### src/rtl/conv_frame_sequencer.sv
// conv_frame_sequencer
//   Frame-level controller for the 3x3 window memory and convolution datapath.
//   A start command in IDLE walks every window origin of an IMG_H x IMG_W
//   output frame in raster order and issues one read strobe per origin. Each
//   origin travels down a PIPE_LAT-deep coordinate pipeline and comes out as
//   the matching write strobe plus output coordinate. stall freezes the walk
//   and the pipeline together.
//
// Ports
//   clk      : clock, rising edge
//   rst_n    : synchronous active-low reset
//   start    : begin one frame (sampled in IDLE only)
//   stall    : freeze counters and write pipeline, mask both strobes
//   rd_en    : window read strobe
//   rd_row   : window origin row of current read
//   rd_col   : window origin column of current read
//   wr_en    : result write strobe
//   wr_row   : output row of current write
//   wr_col   : output column of current write
//   busy     : high from RUN entry through the done cycle
//   done     : one-cycle pulse once the whole frame is written
//   wr_count : writes issued in the current / last frame
module conv_frame_sequencer #(
  parameter int IMG_W    = 64,
  parameter int IMG_H    = 64,
  parameter int PIPE_LAT = 3,
  parameter int AW       = 7
) (
  input  logic            clk,
  input  logic            rst_n,
  input  logic            start,
  input  logic            stall,
  output logic            rd_en,
  output logic [AW-1:0]   rd_row,
  output logic [AW-1:0]   rd_col,
  output logic            wr_en,
  output logic [AW-1:0]   wr_row,
  output logic [AW-1:0]   wr_col,
  output logic            busy,
  output logic            done,
  output logic [2*AW-1:0] wr_count
);

  typedef enum logic [1:0] {IDLE, RUN, DRAIN, DONE} state_t;

  localparam logic [AW-1:0]   LAST_ROW = AW'(IMG_H - 1);
  localparam logic [AW-1:0]   LAST_COL = AW'(IMG_W - 1);
  localparam logic [AW-1:0]   ONE_AW   = AW'(1);
  localparam logic [2*AW-1:0] ONE_CNT  = (2*AW)'(1);

  state_t state_q, state_d;

  logic            rd_en_q, busy_q, done_q;
  logic [AW-1:0]   rd_row_q, rd_col_q;
  logic [2*AW-1:0] wr_count_q;

  logic [PIPE_LAT-1:0] vld_p;
  logic [AW-1:0]       row_p [PIPE_LAT];
  logic [AW-1:0]       col_p [PIPE_LAT];

  logic last_origin;
  logic pipe_drained;
  logic launch;

  // Raster advance of a window origin: {row, col}.
  function automatic logic [2*AW-1:0] next_origin(input logic [AW-1:0] row,
                                                  input logic [AW-1:0] col);
    if (col == LAST_COL) return {row + ONE_AW, {AW{1'b0}}};
    else                 return {row, col + ONE_AW};
  endfunction

  assign launch      = (state_q == IDLE) && start;
  assign last_origin = (rd_row_q == LAST_ROW) && (rd_col_q == LAST_COL);
  // After one more shift with nothing entering, no valid entry remains.
  assign pipe_drained = ((vld_p << 1) == '0);

  always_ff @(posedge clk) begin
    if (!rst_n) state_q <= IDLE;
    else        state_q <= state_d;
  end

  always_comb begin
    state_d = state_q;
    case (state_q)
      IDLE:    if (start) state_d = RUN;
      RUN:     if (!stall && last_origin) state_d = DRAIN;
      DRAIN:   if (!stall && pipe_drained) state_d = DONE;
      DONE:    state_d = IDLE;
      default: state_d = IDLE;
    endcase
  end

  always_ff @(posedge clk) begin
    if (!rst_n) begin
      rd_en_q <= 1'b0;
      busy_q  <= 1'b0;
      done_q  <= 1'b0;
    end else begin
      rd_en_q <= (state_d == RUN);
      busy_q  <= (state_d != IDLE);
      done_q  <= (state_d == DONE);
    end
  end

  // Origin counter holds on the final origin so it never leaves the frame.
  always_ff @(posedge clk) begin
    if (!rst_n) begin
      rd_row_q <= '0;
      rd_col_q <= '0;
    end else if (launch) begin
      rd_row_q <= '0;
      rd_col_q <= '0;
    end else if (state_q == RUN && !stall && !last_origin) begin
      {rd_row_q, rd_col_q} <= next_origin(rd_row_q, rd_col_q);
    end
  end

  // Stage 0 captures the origin being read; stage PIPE_LAT-1 drives the write.
  always_ff @(posedge clk) begin
    if (!rst_n) begin
      vld_p <= '0;
      for (int i = 0; i < PIPE_LAT; i++) begin
        row_p[i] <= '0;
        col_p[i] <= '0;
      end
    end else if (!stall) begin
      vld_p[0] <= (state_q == RUN);
      row_p[0] <= rd_row_q;
      col_p[0] <= rd_col_q;
      for (int i = 1; i < PIPE_LAT; i++) begin
        vld_p[i] <= vld_p[i-1];
        row_p[i] <= row_p[i-1];
        col_p[i] <= col_p[i-1];
      end
    end
  end

  always_ff @(posedge clk) begin
    if (!rst_n)      wr_count_q <= '0;
    else if (launch) wr_count_q <= '0;
    else if (wr_en)  wr_count_q <= wr_count_q + ONE_CNT;
  end

  // Strobes are masked by stall in the same cycle so a stalled origin is
  // neither read nor written until it is presented again.
  assign rd_en    = rd_en_q & ~stall;
  assign rd_row   = rd_row_q;
  assign rd_col   = rd_col_q;
  assign wr_en    = vld_p[PIPE_LAT-1] & ~stall;
  assign wr_row   = row_p[PIPE_LAT-1];
  assign wr_col   = col_p[PIPE_LAT-1];
  assign busy     = busy_q;
  assign done     = done_q;
  assign wr_count = wr_count_q;

endmodule

### config.mk
export PLATFORM = sky130hd
export DESIGN_NAME = conv_frame_sequencer
export DESIGN_NICKNAME = d
export VERILOG_FILES = /design/src/rtl/conv_frame_sequencer.sv
export SDC_FILE = /design/constraint.sdc
export NUM_CORES = 1
export LEC_CHECK = 0
export CAP_MARGIN = 30
export CORE_ASPECT_RATIO = 0.75
export CORE_MARGIN = 3
export CORE_UTILIZATION = 45
export DETAILED_ROUTE_END_ITERATION = 8
export PLACE_DENSITY = 0.71
export SYNTH_ARGS = -nofsm -noshare
export SYNTH_HDL_FRONTEND = slang
export SYNTH_SLANG_ARGS = --single-unit
### constraint.sdc
create_clock -name clk -period 1.75 [get_ports clk]
set_input_delay 0.35 -clock clk [delete_from_list [all_inputs] [get_ports clk]]
set_output_delay 0.35 -clock clk [all_outputs]
set_load 0.03 [all_outputs]
# Word level (Yosys, flattened, before mapping)
# Memory sizes are Yosys's and may differ from the RTL's.
# Cells that the tools add are included.
# W data, S select, Z words.
# word_totals
regBits	36
ram_bits	42
out_inout_bits	46
elab_cells	58
n_memories	2
# classes
add_sub_neg	3
eq_ne	7
n_mux	15
n_bitwise	10
reduce_logical	13
# memory_table
memory	depth	word_bits	read_ports	rd_clocked_by_memory_dff	wr	line	text
col_p	3	7	3	0	3	59	logic [AW-1:0] col_p [PIPE_LAT];
row_p	3	7	3	0	3	58	logic [AW-1:0] row_p [PIPE_LAT];
# op_table
operator	count
$mux W7	7
$add A14 B1 Y14 const B	1
$add A7 B1 Y7 const B	2
$eq A7 B6 Y1 const B	2
$pmux W2 S4	1
$eq A2 B2 Y1 const B	3
$logic_and A1 B1 Y1	6
$mux W2	3
$or A1 B1 Y1	6
$eq A2 B1 Y1 const B	2
$mux W1	4
$logic_not A3 Y1	1
$and A1 B1 Y1	2
$logic_not A1 Y1	2
$logic_not A2 Y1	1
$not A1 Y1	2
$reduce_and A2 Y1	1
$reduce_bool A2 Y1	1
$reduce_or A2 Y1	1

# Depth between registers and ports, before layout
# Gate-level depths: netlist (run 1).
# logic_depth
word_depth	6
depth_mapped	7

# Worst setup path after synthesis (run 1)
# No wires, ideal clock.
# synth_path
kind	input -> register
startpoint	input port rst_n
endpoint	memory col_p[0][0] (enable)
setup_ns	0.544
arrival_time_ns	1.349
path_slack_ns	-0.143
cell_stages	2
path_cell_list	clkbuf_1 -> nand2_1
# synth_rtl
element	line	text
from (decl)	30	input logic rst_n,
to (decl)	59	

# Final worst setup path (run 1)
# layout_path
startpoint	register busy_q (netlist: busy)
endpoint	output port busy
# layout_rtl
element	line	text
from (decl)	53	logic rd_en_q, busy_q, done_q;
from (signal assigned)	100	busy_q <= (state_d != IDLE);
to (decl)	39	output logic busy,
# No word-level cell between the ends.

==> key figures, run 1 <==
Run status
  • Result of the run: finished, final reports clean

CTS
  • Gates resized, CTS repair: 30
  • Cts bufs inserted: 9
  • CTS tree: yes
  • # Post-CTS Setup Buffers: 0
  • Hold buffer count at cts: 0
  • Clock sink total: a little under 80
  • Clock edge transition at the registers on the reported setup and hold paths: roughly 0.070 ns
  • Worst-skew pair later-pin latency: 0.34 ns
  • Worst-case clock buffer depth: 2
  • Depth of the CTS H-tree: 3
  • Cell at the root of the clock tree: sky130_fd_sc_hd__clkbuf_8

Route
  • Length of the first detailed-routing pass in iterations: 4
  • Average wire length per cell after detail routing: about 12 µm
  • Total via count after detailed routing: 2,060
  • DRC violations left: 0
  • Detailed Route WL: between 5000 and 6000 µm
  • Remaining antenna violation count: 0
  • Initial DRC Count: about 130
  • DR vias/cell: between 4 and 5

STA
  • Slew Limit Fails: 0
  • Minimum period implied by the final worst setup slack: around 1.7 ns
  • Number of hold-slack violations in the final timing report: 0
  • Final setup violation count: 0
  • Highest Clock Rate: 596 MHz
  • Final Hold Slack: between 0.4 and 0.5 ns
  • Share of the cycle needed by the critical path after routing: a little over nine tenths
  • Slew HR: between 70% and 80%
  • Actual transition at the worst max-transition pin: around 0.36 ns
  • Clock skew: 0.00931 ns
  • Accumulated negative setup slack: 0 ns
  • Unrepaired setup endpoints after global routing: false

Synth
  • Sequential element share of the synthesized area: approximately three fifths
  • Mapped Nets: approximately 290
  • Async SR Flop Fraction: 0%
  • Share of Yosys cell area claimed by the top area cell type: around two fifths
  • Number of instances in the synthesized netlist: 281
  • Count of distinct cell types in the synthesized netlist: 42
  • Mean area per synthesized cell: approximately 12 µm²
  • #FFs+latches synth: 78
  • Count of flip-flops with a built-in enable after synthesis: 42
  • Total number of yosys warnings: 0
  • Top cells by area, synth: sky130_fd_sc_hd__edfxtp_1, sky130_fd_sc_hd__dfxtp_1, sky130_fd_sc_hd__and2_1
  • Cell taking the most area after synthesis: sky130_fd_sc_hd__edfxtp_1
  • Post-synth design cell area: around 0.0033 mm²
  • Primary FF master, synth: sky130_fd_sc_hd__edfxtp_1

Placed design
  • RePlAce Congestion: around 0.84
  • Quantity of I/O buffers inserted on ports: 49
  • HPWL after detailed placement: ~3600 µm
  • Area after detailed placement: ~0.0039 mm²
  • Placed cell count: roughly 420

Pwr
  • Leakage power total: approximately 1.7 nW
  • Pwr dens: 876 mW/mm²
  • VDD IR max: approximately 0.45 mV

Setup path
  • Worst Path Arrival: 1.33 ns
  • Critical path cell sequence: clkdlybuf4s50_1
  • Critical-path top delay cell: sky130_fd_sc_hd__clkdlybuf4s50_1
  • Largest fanout on the critical path: 1
  • Worst setup SP type: flip-flop
  • End of the worst register-to-register path: rd_col[5]
  • WS Path Type: reg2out
  • Worst reg2reg setup slack: about 0.15 ns
  • Beginning of the worst register-to-register path: rd_col[1]
  • Number of stages on the worst setup path: 1
  • Setup crit end: busy
  • Kind of cell adding the most delay to the critical path: buffers and inverters
  • CP startpoint: busy
  • Critical path buffers and inverters: 1
  • Required time of the critical path: 1.40 ns
  • Max incr delay on CP: between 0.6 and 0.7 ns
  • Worst r2r path cells: 7
  • Kind of end point of the critical path: primary output

Cells and area
  • Filler-free cell count of the finished design: between 400 and 500
  • Finished Core Util: between 50% and 60%
  • Most common library cell in the layout ignoring fill and taps: sky130_fd_sc_hd__and2_1
  • Summed area of non-filler cells in the final layout: around 0.004 mm²
  • Share of layout cells above drive strength 1: between 10% and 20%
  • Fill count: 628
  • ANT cells: 0
  • Area delta synth->final: 23.0%
  • Most used cells in the layout excluding fill and tap cells: sky130_fd_sc_hd__and2_1, sky130_fd_sc_hd__edfxtp_1, sky130_fd_sc_hd__dfxtp_1
  • Nets: between 300 and 400

Die
  • Die Outline Area: ~0.0084 mm²
  • I/O pin count: 50
  • Std-Cell Rows: 26
  • Starting density of the core: 47.4%
  • Die boundary width: 105 µm
  • Floorplan Core Area: 0.00696 mm²
  • Die Span Y: about 80 µm

Global route
  • GR Util met1: 14.8%
  • Number of global-route vias before repair: between 2,000 and 2,500
  • Largest net degree at the start of global routing: 43
  • Grt met3 use: 6.27%
  • Global-route wire length before repair: 8920 µm
  • Layer with the highest usage after global routing: met2
  • GRT Overall Usage: a little over an eighth
  • Number of antenna violations at the first check in global routing: 0
  • Overflow after GRT: 0
  • GR Util met2: approximately a quarter

Hold path
  • Hold/Removal Path Class: reg2reg

Run
  • Max-Cap Viols: 0
synth_stat cells, types with 2 or more instances:
| library cell | n |
|---|---|
| sky130_fd_sc_hd__nor3_2 | 2 |
| sky130_fd_sc_hd__mux2i_1 | 5 |
| sky130_fd_sc_hd__and3_1 | 4 |
| sky130_fd_sc_hd__xnor2_1 | 3 |
| sky130_fd_sc_hd__ha_1 | 3 |
| sky130_fd_sc_hd__nand2_1 | 14 |
| sky130_fd_sc_hd__o21ai_0 | 3 |
| sky130_fd_sc_hd__inv_1 | 2 |
| sky130_fd_sc_hd__buf_2 | 3 |
| sky130_fd_sc_hd__clkbuf_1 | 7 |
| sky130_fd_sc_hd__edfxtp_1 | 42 |
| sky130_fd_sc_hd__nand4_1 | 7 |
| sky130_fd_sc_hd__nand3_1 | 9 |
| sky130_fd_sc_hd__buf_4 | 15 |
| sky130_fd_sc_hd__and4_1 | 4 |
| sky130_fd_sc_hd__xor2_1 | 18 |
| sky130_fd_sc_hd__nor2_1 | 29 |
| sky130_fd_sc_hd__nor2b_1 | 5 |
| sky130_fd_sc_hd__nor3_1 | 2 |
| sky130_fd_sc_hd__and2_1 | 44 |
| sky130_fd_sc_hd__nand2_2 | 2 |
| sky130_fd_sc_hd__a21oi_1 | 2 |
| sky130_fd_sc_hd__dfxtp_1 | 36 |
| sky130_fd_sc_hd__a21boi_0 | 2 |
report_power, final:
part	total (mW)	switching, mW	internal [mW]	leakage [nW]
clock	1.33	0.621	0.709	0.101
combinational	0.222	0.133	0.0892	0.848
sequential	2.00	0.0171	1.99	0.756
total	3.56	0.771	2.79	1.71
per-layer routing:
metal	routed length, µm	share of wire, %
met1	2340	44
met2	2620	49
met3	261	4.9
met4	88	1.7
met5	0	0
cell families (layout without fill, tap and decap cells):
logic type,Yosys count,after routing,share of synthesized area (%)
compound gates,11,11,2.46
xor+xnor,21,21,5.57
fa+ha+maj,3,3,1.14
buf+inv,28,83,5.31
flops,78,78,60.0
mux,5,5,1.52
simple gates,135,135,24.0
final cells by class:
| type | instances | area, µm² | share of cell area, % |
|---|---|---|---|
| Inverter | 2 | 7.51 | 0.185 |
| Timing Repair Buffer | 65 | 592 | 14.6 |
| Clock buffer | 12 | 145 | 3.58 |
| Sequential cell | 78 | 1980 | 48.9 |
| Clock inverter | 4 | 56.3 | 1.39 |
| Multi-Input combinational cell | 175 | 1150 | 28.4 |
| Tap cell | 98 | 123 | 3.02 |
flip-flops by register name, indices dropped and copies added, names as in the netlist:
name and cells:
rd_en_q 1, done 1, col_p 21, row_p 21, vld_p 3, rd_col 7
busy 1, wr_count 14, rd_row 7, state_q 2
worst min path at each step:
stage               slack (ns)  cells past startpoint       from         to
floorplan                 0.46                      2   vld_p[0]   vld_p[0]
global placement          0.46                      2  rd_row[6]  rd_row[6]
detailed placement        0.47                      2  rd_row[6]  rd_row[6]
CTS                       0.48                      2  rd_row[6]  rd_row[6]
global route              0.50                      2  rd_row[6]  rd_row[6]
finish                    0.47                      2  rd_row[6]  rd_row[6]
stage by stage:
stage / setup slack, ns / total power, mW
after floorplan: 0.00671 / 2.21
after global placement: -0.363 / 2.26
after detailed placement: -0.347 / 2.27
after CTS: 0.0420 / 3.60
after global routing: 0.00713 / 3.71
final: 0.0727 / 3.56
No activity file was read; power rests on OpenSTA's default activity.
==> run 2, diff against run 1 <==
Settings changed: REMOVE_ABC_BUFFERS set to 1.
==> run 2 against run 1 <==
Against the previous run:
- die area unchanged
- core utilization increased by 0.25 points
- clock skew decreased by 0.0049 ns
- final area increased by 0.43%
- sequential share of layout area decreased by 0.24 points
==> key figures, run 2 (synthesis results as in run 1) <==
Run status
  • Result of the run: finished, final reports clean (unchanged)

Pwr
  • Portion of total power attributed to sequential cells: 56.3% (was 56.4%)
  • Design internal power: 2.75 mW (was 2.79 mW)
  • Sw Share: 22.8% (was 21.7%)
  • Power dissipated by switching net loads: 0.811 mW (was 0.771 mW)
  • Leakage power total: 1.72 nW (was 1.71 nW)
  • Logic gate share of total power: 6.5% (was 6.2%)
  • VDD IR max: 0.549 mV (was 0.446 mV)
  • Pwr dens: 873 mW/mm² (was 876 mW/mm²)
  • Clock power frac: 37.2% (was 37.4%)

Die
  • Floorplan Core Area: 0.00696 mm² (unchanged)
  • Die Span Y: 80.2 µm (unchanged)
  • Die Outline Area: 0.00841 mm² (unchanged)
  • Die boundary width: 105 µm (unchanged)
  • Starting density of the core: 47.4% (unchanged)
  • Std-Cell Rows: 26 (unchanged)
  • I/O pin count: 50 (unchanged)

Setup path
  • Worst setup SP type: flip-flop (unchanged)
  • Kind of cell adding the most delay to the critical path: buffers and inverters (unchanged)
  • WS Path Type: reg2out (unchanged)
  • Worst r2r path cells: 7 (unchanged)
  • Required time of the critical path: 1.40 ns (about the same)
  • Number of stages on the worst setup path: 1 (unchanged)
  • Kind of end point of the critical path: primary output (unchanged)
  • Worst reg2reg setup slack: 0.11 ns (was 0.15 ns)
  • CP startpoint: row_p[0][16] (was busy)
  • Critical path buffers and inverters: 1 (unchanged)
  • Critical-path top delay cell: sky130_fd_sc_hd__clkdlybuf4s50_1 (unchanged)
  • Largest fanout on the critical path: 1 (unchanged)
  • Critical path cell sequence: clkdlybuf4s50_1 (unchanged)
  • Beginning of the worst register-to-register path: rd_col[1] (unchanged)
  • End of the worst register-to-register path: rd_col[5] (unchanged)
  • Max incr delay on CP: 0.66 ns (was 0.67 ns)
  • Setup crit end: wr_row[2] (was busy)
  • Worst Path Arrival: 1.34 ns (was 1.33 ns)

Cells and area
  • Area delta synth->final: 23.5% (was 23.0%)
  • Share of layout cells above drive strength 1: 15.2% (was 14.9%)
  • Most used cells in the layout excluding fill and tap cells: sky130_fd_sc_hd__and2_1, sky130_fd_sc_hd__edfxtp_1, sky130_fd_sc_hd__dfxtp_1 (unchanged)
  • Summed area of non-filler cells in the final layout: 0.00408 mm² (was 0.00406 mm²)
  • Nets: 337 (was 338)
  • Filler-free cell count of the finished design: 433 (was 434)
  • Finished Core Util: 58.6% (was 58.3%)
  • ANT cells: 0 (unchanged)
  • Most common library cell in the layout ignoring fill and taps: sky130_fd_sc_hd__and2_1 (unchanged)

Route
  • DRC violations left: 0 (unchanged)
  • Remaining antenna violation count: 0 (unchanged)
  • Initial DRC Count: 99 (was 132)
  • DR vias/cell: 4.74 (was 4.75)
  • Length of the first detailed-routing pass in iterations: 4 (unchanged)
  • Average wire length per cell after detail routing: 12.7 µm (was 12.2 µm)
  • Total via count after detailed routing: 2,051 (was 2,060)
  • Detailed Route WL: 5500 µm (was 5320 µm)

STA
  • Unrepaired setup endpoints after global routing: false (unchanged)
  • Final setup violation count: 0 (unchanged)
  • Clock skew: 0.00446 ns (was 0.00931 ns)
  • Slew Limit Fails: 0 (unchanged)
  • Actual transition at the worst max-transition pin: 0.366 ns (was 0.361 ns)
  • Share of the cycle needed by the critical path after routing: 96.6% (was 95.8%)
  • Number of hold-slack violations in the final timing report: 0 (unchanged)
  • Highest Clock Rate: 591 MHz (was 596 MHz)
  • Minimum period implied by the final worst setup slack: 1.69 ns (was 1.68 ns)
  • Slew HR: 75.4% (was 75.9%)
  • Final Hold Slack: 0.505 ns (was 0.473 ns)

CTS
  • Depth of the CTS H-tree: 3 (unchanged)
  • Hold buffer count at cts: 0 (unchanged)
  • Clock edge transition at the registers on the reported setup and hold paths: 0.08 ns (was 0.07 ns)
  • Cts bufs inserted: 9 (unchanged)
  • CTS tree: yes (unchanged)
  • Worst-case clock buffer depth: 2 (unchanged)
  • Cell at the root of the clock tree: sky130_fd_sc_hd__clkbuf_8 (unchanged)
  • Clock sink total: 78 (unchanged)
  • Worst-skew pair later-pin latency: 0.34 ns (about the same)

Placed design
  • HPWL after detailed placement: 3650 µm (was 3630 µm)
  • RePlAce Congestion: 0.853 (was 0.842)
  • Area after detailed placement: 0.00390 mm² (was 0.00389 mm²)
  • Placed cell count: 417 (was 418)
  • Quantity of I/O buffers inserted on ports: 49 (unchanged)

Hold path
  • Hold/Removal Path Class: reg2reg (unchanged)

Global route
  • Largest net degree at the start of global routing: 43 (unchanged)
  • Number of antenna violations at the first check in global routing: 0 (unchanged)
  • GRT Overall Usage: 13.8% (was 13.5%)
  • Global-route wire length before repair: 9200 µm (was 8920 µm)
  • Number of global-route vias before repair: 1,967 (was 2,006)
  • Overflow after GRT: 0 (unchanged)

Run
  • Max-Cap Viols: 0 (unchanged)
-- run 2: cell count changes in the layout (fill, tap and decap cells not counted), moves of 2 or more --
cell | before | now
sky130_fd_sc_hd__buf_12 | 1 | 3
sky130_fd_sc_hd__buf_4 | 16 | 14
sky130_fd_sc_hd__clkinvlp_4 | 0 | 2
sky130_fd_sc_hd__dlygate4sd2_1 | 29 | 27
sky130_fd_sc_hd__dlymetal6s2s_1 | 1 | 3
-- run 2: final cells by class --
| cell class | instances | area, µm² |
|---|---|---|
| Clock buffer | 10 | 128 |
| Fill cell | 608 | 2890 |
| Tap cell | 98 | 123 |
| Multi-Input combinational cell | 175 | 1150 |
| Inverter | 2 | 7.51 |
| Timing Repair Buffer | 64 | 609 |
| Clock inverter | 6 | 71.3 |
| Sequential cell | 78 | 1980 |
-- run 2: metrics by stage --
stage	setup slack [ns]	power (mW)	setup TNS, ns
after floorplan	-0.0856	2.17	-0.550
after global placement	-0.103	2.27	-0.864
after detailed placement	-0.170	2.28	-1.87
after CTS	0.00471	3.60	0
after global routing	0.00169	3.70	0
final	0.0588	3.56	0
-- run 2: repair_timing --
action / CTS / global route
setup endpoints to repair: 27 / 7
resized for setup: 27 / 7
setup buffers: 0 / 0
-- run 2: power groups by stage --
stage	sequential, mW	combinational (mW)	clock, mW
2_1_floorplan	2.09	0.0725	0
3_3_place_gp	2.04	0.230	0
3_5_place_dp	2.05	0.232	0
4_1_cts	2.01	0.232	1.36
5_1_grt	2.01	0.246	1.44
6_report	2.00	0.230	1.33
-- run 2: worst min-delay path by stage --
stage                      from      endpoint  slack (ns)  depth (start not counted)
global placement      rd_row[6]     rd_row[6]        0.48                          2
CTS                   rd_row[6]     rd_row[6]        0.51                          2
global route        col_p[0][6]  col_p[0][13]        0.53                          1
floorplan              vld_p[0]      vld_p[0]        0.46                          2
finish                rd_row[6]     rd_row[6]        0.50                          2
detailed placement     vld_p[2]      vld_p[2]        0.50                          2
-- run 2: routing by layer --
metal | vias up | GRT usage [%] | share of wire (%)
met5 | - | 0 | 0
met4 | 0 | 6.29 | 1.6
li1 | 1040 | - | -
met2 | 46 | 22.6 | 46
met1 | 954 | 16.6 | 47
met3 | 11 | 4.74 | 5.7
==> run 3, diff against run 2 <==
Settings changed: PLACE_DENSITY 0.71 to 0.68.
Clock period 1.75 ns to 1.9 ns, I/O delays scaled along.
==> run 3 against run 2 <==
Against the previous run:
- non-clock buffer count rose by 2
- sequential power fell by 7%
- count of clock-buffer cells in the layout unchanged
- final cell count increased by 0.46%
- global-route usage fell by 0.24 points
- worst setup slack about the same
- final area up 1.7%
- power shrank 4.4%
- core utilization up 0.99 points
- clock skew up 0.0039 ns
- register-to-register slack improved by 0.07 ns
==> key figures, run 3 (synthesis results as in run 1) <==
Run status
  • Result of the run: finished, final reports clean (unchanged)

Setup path
  • Setup crit end: wr_count[2] (was wr_row[2])
  • Required time of the critical path: 1.52 ns (was 1.40 ns)
  • Worst Path Arrival: 1.46 ns (was 1.34 ns)
  • Kind of cell adding the most delay to the critical path: buffers and inverters (unchanged)
  • WS Path Type: reg2out (unchanged)
  • End of the worst register-to-register path: rd_col[3] (was rd_col[5])
  • Worst setup SP type: flip-flop (unchanged)
  • Critical path buffers and inverters: 1 (unchanged)
  • Max incr delay on CP: 0.70 ns (was 0.66 ns)
  • CP startpoint: wr_count[2] (was row_p[0][16])
  • Beginning of the worst register-to-register path: rd_row[0] (was rd_col[1])
  • Critical path cell sequence: clkdlybuf4s50_1 (unchanged)
  • Critical-path top delay cell: sky130_fd_sc_hd__clkdlybuf4s50_1 (unchanged)
  • Kind of end point of the critical path: primary output (unchanged)
  • Largest fanout on the critical path: 5 (was 1)
  • Worst reg2reg setup slack: 0.18 ns (was 0.11 ns)
  • Worst r2r path cells: 6 (was 7)
  • Number of stages on the worst setup path: 1 (unchanged)

Route
  • Length of the first detailed-routing pass in iterations: 4 (unchanged)
  • Initial DRC Count: 78 (was 99)
  • DR vias/cell: 4.67 (was 4.74)
  • Remaining antenna violation count: 0 (unchanged)
  • Average wire length per cell after detail routing: 12.0 µm (was 12.7 µm)
  • Detailed Route WL: 5230 µm (was 5500 µm)
  • DRC violations left: 0 (unchanged)
  • Total via count after detailed routing: 2,031 (was 2,051)

Die
  • Die Outline Area: 0.00841 mm² (unchanged)
  • Die boundary width: 105 µm (unchanged)
  • Std-Cell Rows: 26 (unchanged)
  • Die Span Y: 80.2 µm (unchanged)
  • Floorplan Core Area: 0.00696 mm² (unchanged)
  • I/O pin count: 50 (unchanged)
  • Starting density of the core: 47.4% (unchanged)

Pwr
  • Logic gate share of total power: 6.3% (was 6.5%)
  • VDD IR max: 0.491 mV (was 0.549 mV)
  • Pwr dens: 821 mW/mm² (was 873 mW/mm²)
  • Clock power frac: 39.5% (was 37.2%)
  • Sw Share: 21.6% (was 22.8%)
  • Portion of total power attributed to sequential cells: 54.2% (was 56.3%)
  • Power dissipated by switching net loads: 0.735 mW (was 0.811 mW)
  • Design internal power: 2.67 mW (was 2.75 mW)
  • Leakage power total: 1.72 nW (about the same)

CTS
  • Worst-skew pair later-pin latency: 0.34 ns (about the same)
  • # Post-CTS Setup Buffers: 0 (unchanged)
  • Clock edge transition at the registers on the reported setup and hold paths: 0.08 ns (about the same)
  • Gates resized, CTS repair: 4 (was 27)
  • Cts bufs inserted: 9 (unchanged)
  • Depth of the CTS H-tree: 3 (unchanged)
  • CTS tree: yes (unchanged)
  • Clock sink total: 78 (unchanged)
  • Cell at the root of the clock tree: sky130_fd_sc_hd__clkbuf_8 (unchanged)
  • Hold buffer count at cts: 0 (unchanged)
  • Worst-case clock buffer depth: 2 (unchanged)

STA
  • Clock skew: 0.00833 ns (was 0.00446 ns)
  • Highest Clock Rate: about 540 MHz
  • Minimum period implied by the final worst setup slack: around 1.8 ns
  • Number of hold-slack violations in the final timing report: 0 (unchanged)
  • Slew HR: 77.3% (was 75.4%)
  • Final Hold Slack: 0.485 ns (was 0.505 ns)
  • Final setup violation count: 0 (unchanged)
  • Unrepaired setup endpoints after global routing: false (unchanged)
  • Slew Limit Fails: 0 (unchanged)
  • Actual transition at the worst max-transition pin: 0.339 ns (was 0.366 ns)
  • Share of the cycle needed by the critical path after routing: a little over nine tenths

Cells and area
  • Finished Core Util: 59.5% (was 58.6%)
  • Nets: 339 (was 337)
  • Share of layout cells above drive strength 1: 14.5% (was 15.2%)
  • Area delta synth->final: 25.6% (was 23.5%)
  • Most used cells in the layout excluding fill and tap cells: sky130_fd_sc_hd__and2_1, sky130_fd_sc_hd__edfxtp_1, sky130_fd_sc_hd__dfxtp_1, sky130_fd_sc_hd__clkdlybuf4s50_1, sky130_fd_sc_hd__nor2_1 (was sky130_fd_sc_hd__and2_1, sky130_fd_sc_hd__edfxtp_1, sky130_fd_sc_hd__dfxtp_1)
  • ANT cells: 0 (unchanged)
  • Filler-free cell count of the finished design: 435 (was 433)
  • Most common library cell in the layout ignoring fill and taps: sky130_fd_sc_hd__and2_1 (unchanged)

Global route
  • Global-route wire length before repair: 9030 µm (was 9200 µm)
  • Overflow after GRT: 0 (unchanged)
  • Number of global-route vias before repair: 1,974 (was 1,967)
  • Number of antenna violations at the first check in global routing: 0 (unchanged)
  • GRT Overall Usage: 13.6% (was 13.8%)
  • Largest net degree at the start of global routing: 43 (unchanged)

Run
  • Max-Cap Viols: 0 (unchanged)

Placed design
  • RePlAce Congestion: 0.823 (was 0.853)
  • Quantity of I/O buffers inserted on ports: 49 (unchanged)
  • HPWL after detailed placement: 3570 µm (was 3650 µm)
  • Placed cell count: 419 (was 417)

Hold path
  • Hold/Removal Path Class: reg2reg (unchanged)
[run 3: final cells by class]
class                      count  area, µm²
sequential                    78       1980
fill                         590       2820
inverter                       2       7.51
timing repair buffer          66        663
clock inverter                 6       93.8
tap                           98        123
clock buffer                  10        128
multi-input combinational    175       1150
[run 3: through the flow]
stage | TNS (ns) | total power [mW] | setup slack [ns] | cell area (µm²)
floorplan | 0 | 2.00 | 0.0344 | 3130
global placement | -0.0181 | 2.10 | -0.0123 | 3910
detailed placement | -0.177 | 2.10 | -0.0676 | 3910
CTS | 0 | 3.44 | 0.00843 | 4130
global route | 0 | 3.53 | 0.000481 | 4150
finish | 0 | 3.40 | 0.0588 | 4150
[run 3: metal layers]
layer,wire length [µm],global-route usage (%)
met5,0,0
met2,2430,22.5
met1,2490,16.5
met4,74,5.50
met3,226,4.34
[run 3: power groups by stage]
| stage | Clock (mW) | Combinational [mW] | Sequential (mW) |
|---|---|---|---|
| after global placement | 0 | 0.216 | 1.88 |
| after CTS | 1.38 | 0.218 | 1.85 |
| after detailed placement | 0 | 0.217 | 1.88 |
| after global routing | 1.44 | 0.231 | 1.85 |
| after floorplan | 0 | 0.0667 | 1.93 |
| final | 1.34 | 0.214 | 1.85 |
[run 3: worst min path at each step]
stage	start	end	slack (ns)	cells after the start
after global placement	rd_row[6]	rd_row[6]	0.48	2
after global routing	rd_row[6]	rd_row[6]	0.53	2
after detailed placement	rd_row[6]	rd_row[6]	0.48	2
after CTS	rd_row[6]	rd_row[6]	0.49	2
final	rd_row[6]	rd_row[6]	0.48	2
after floorplan	vld_p[0]	vld_p[0]	0.46	2
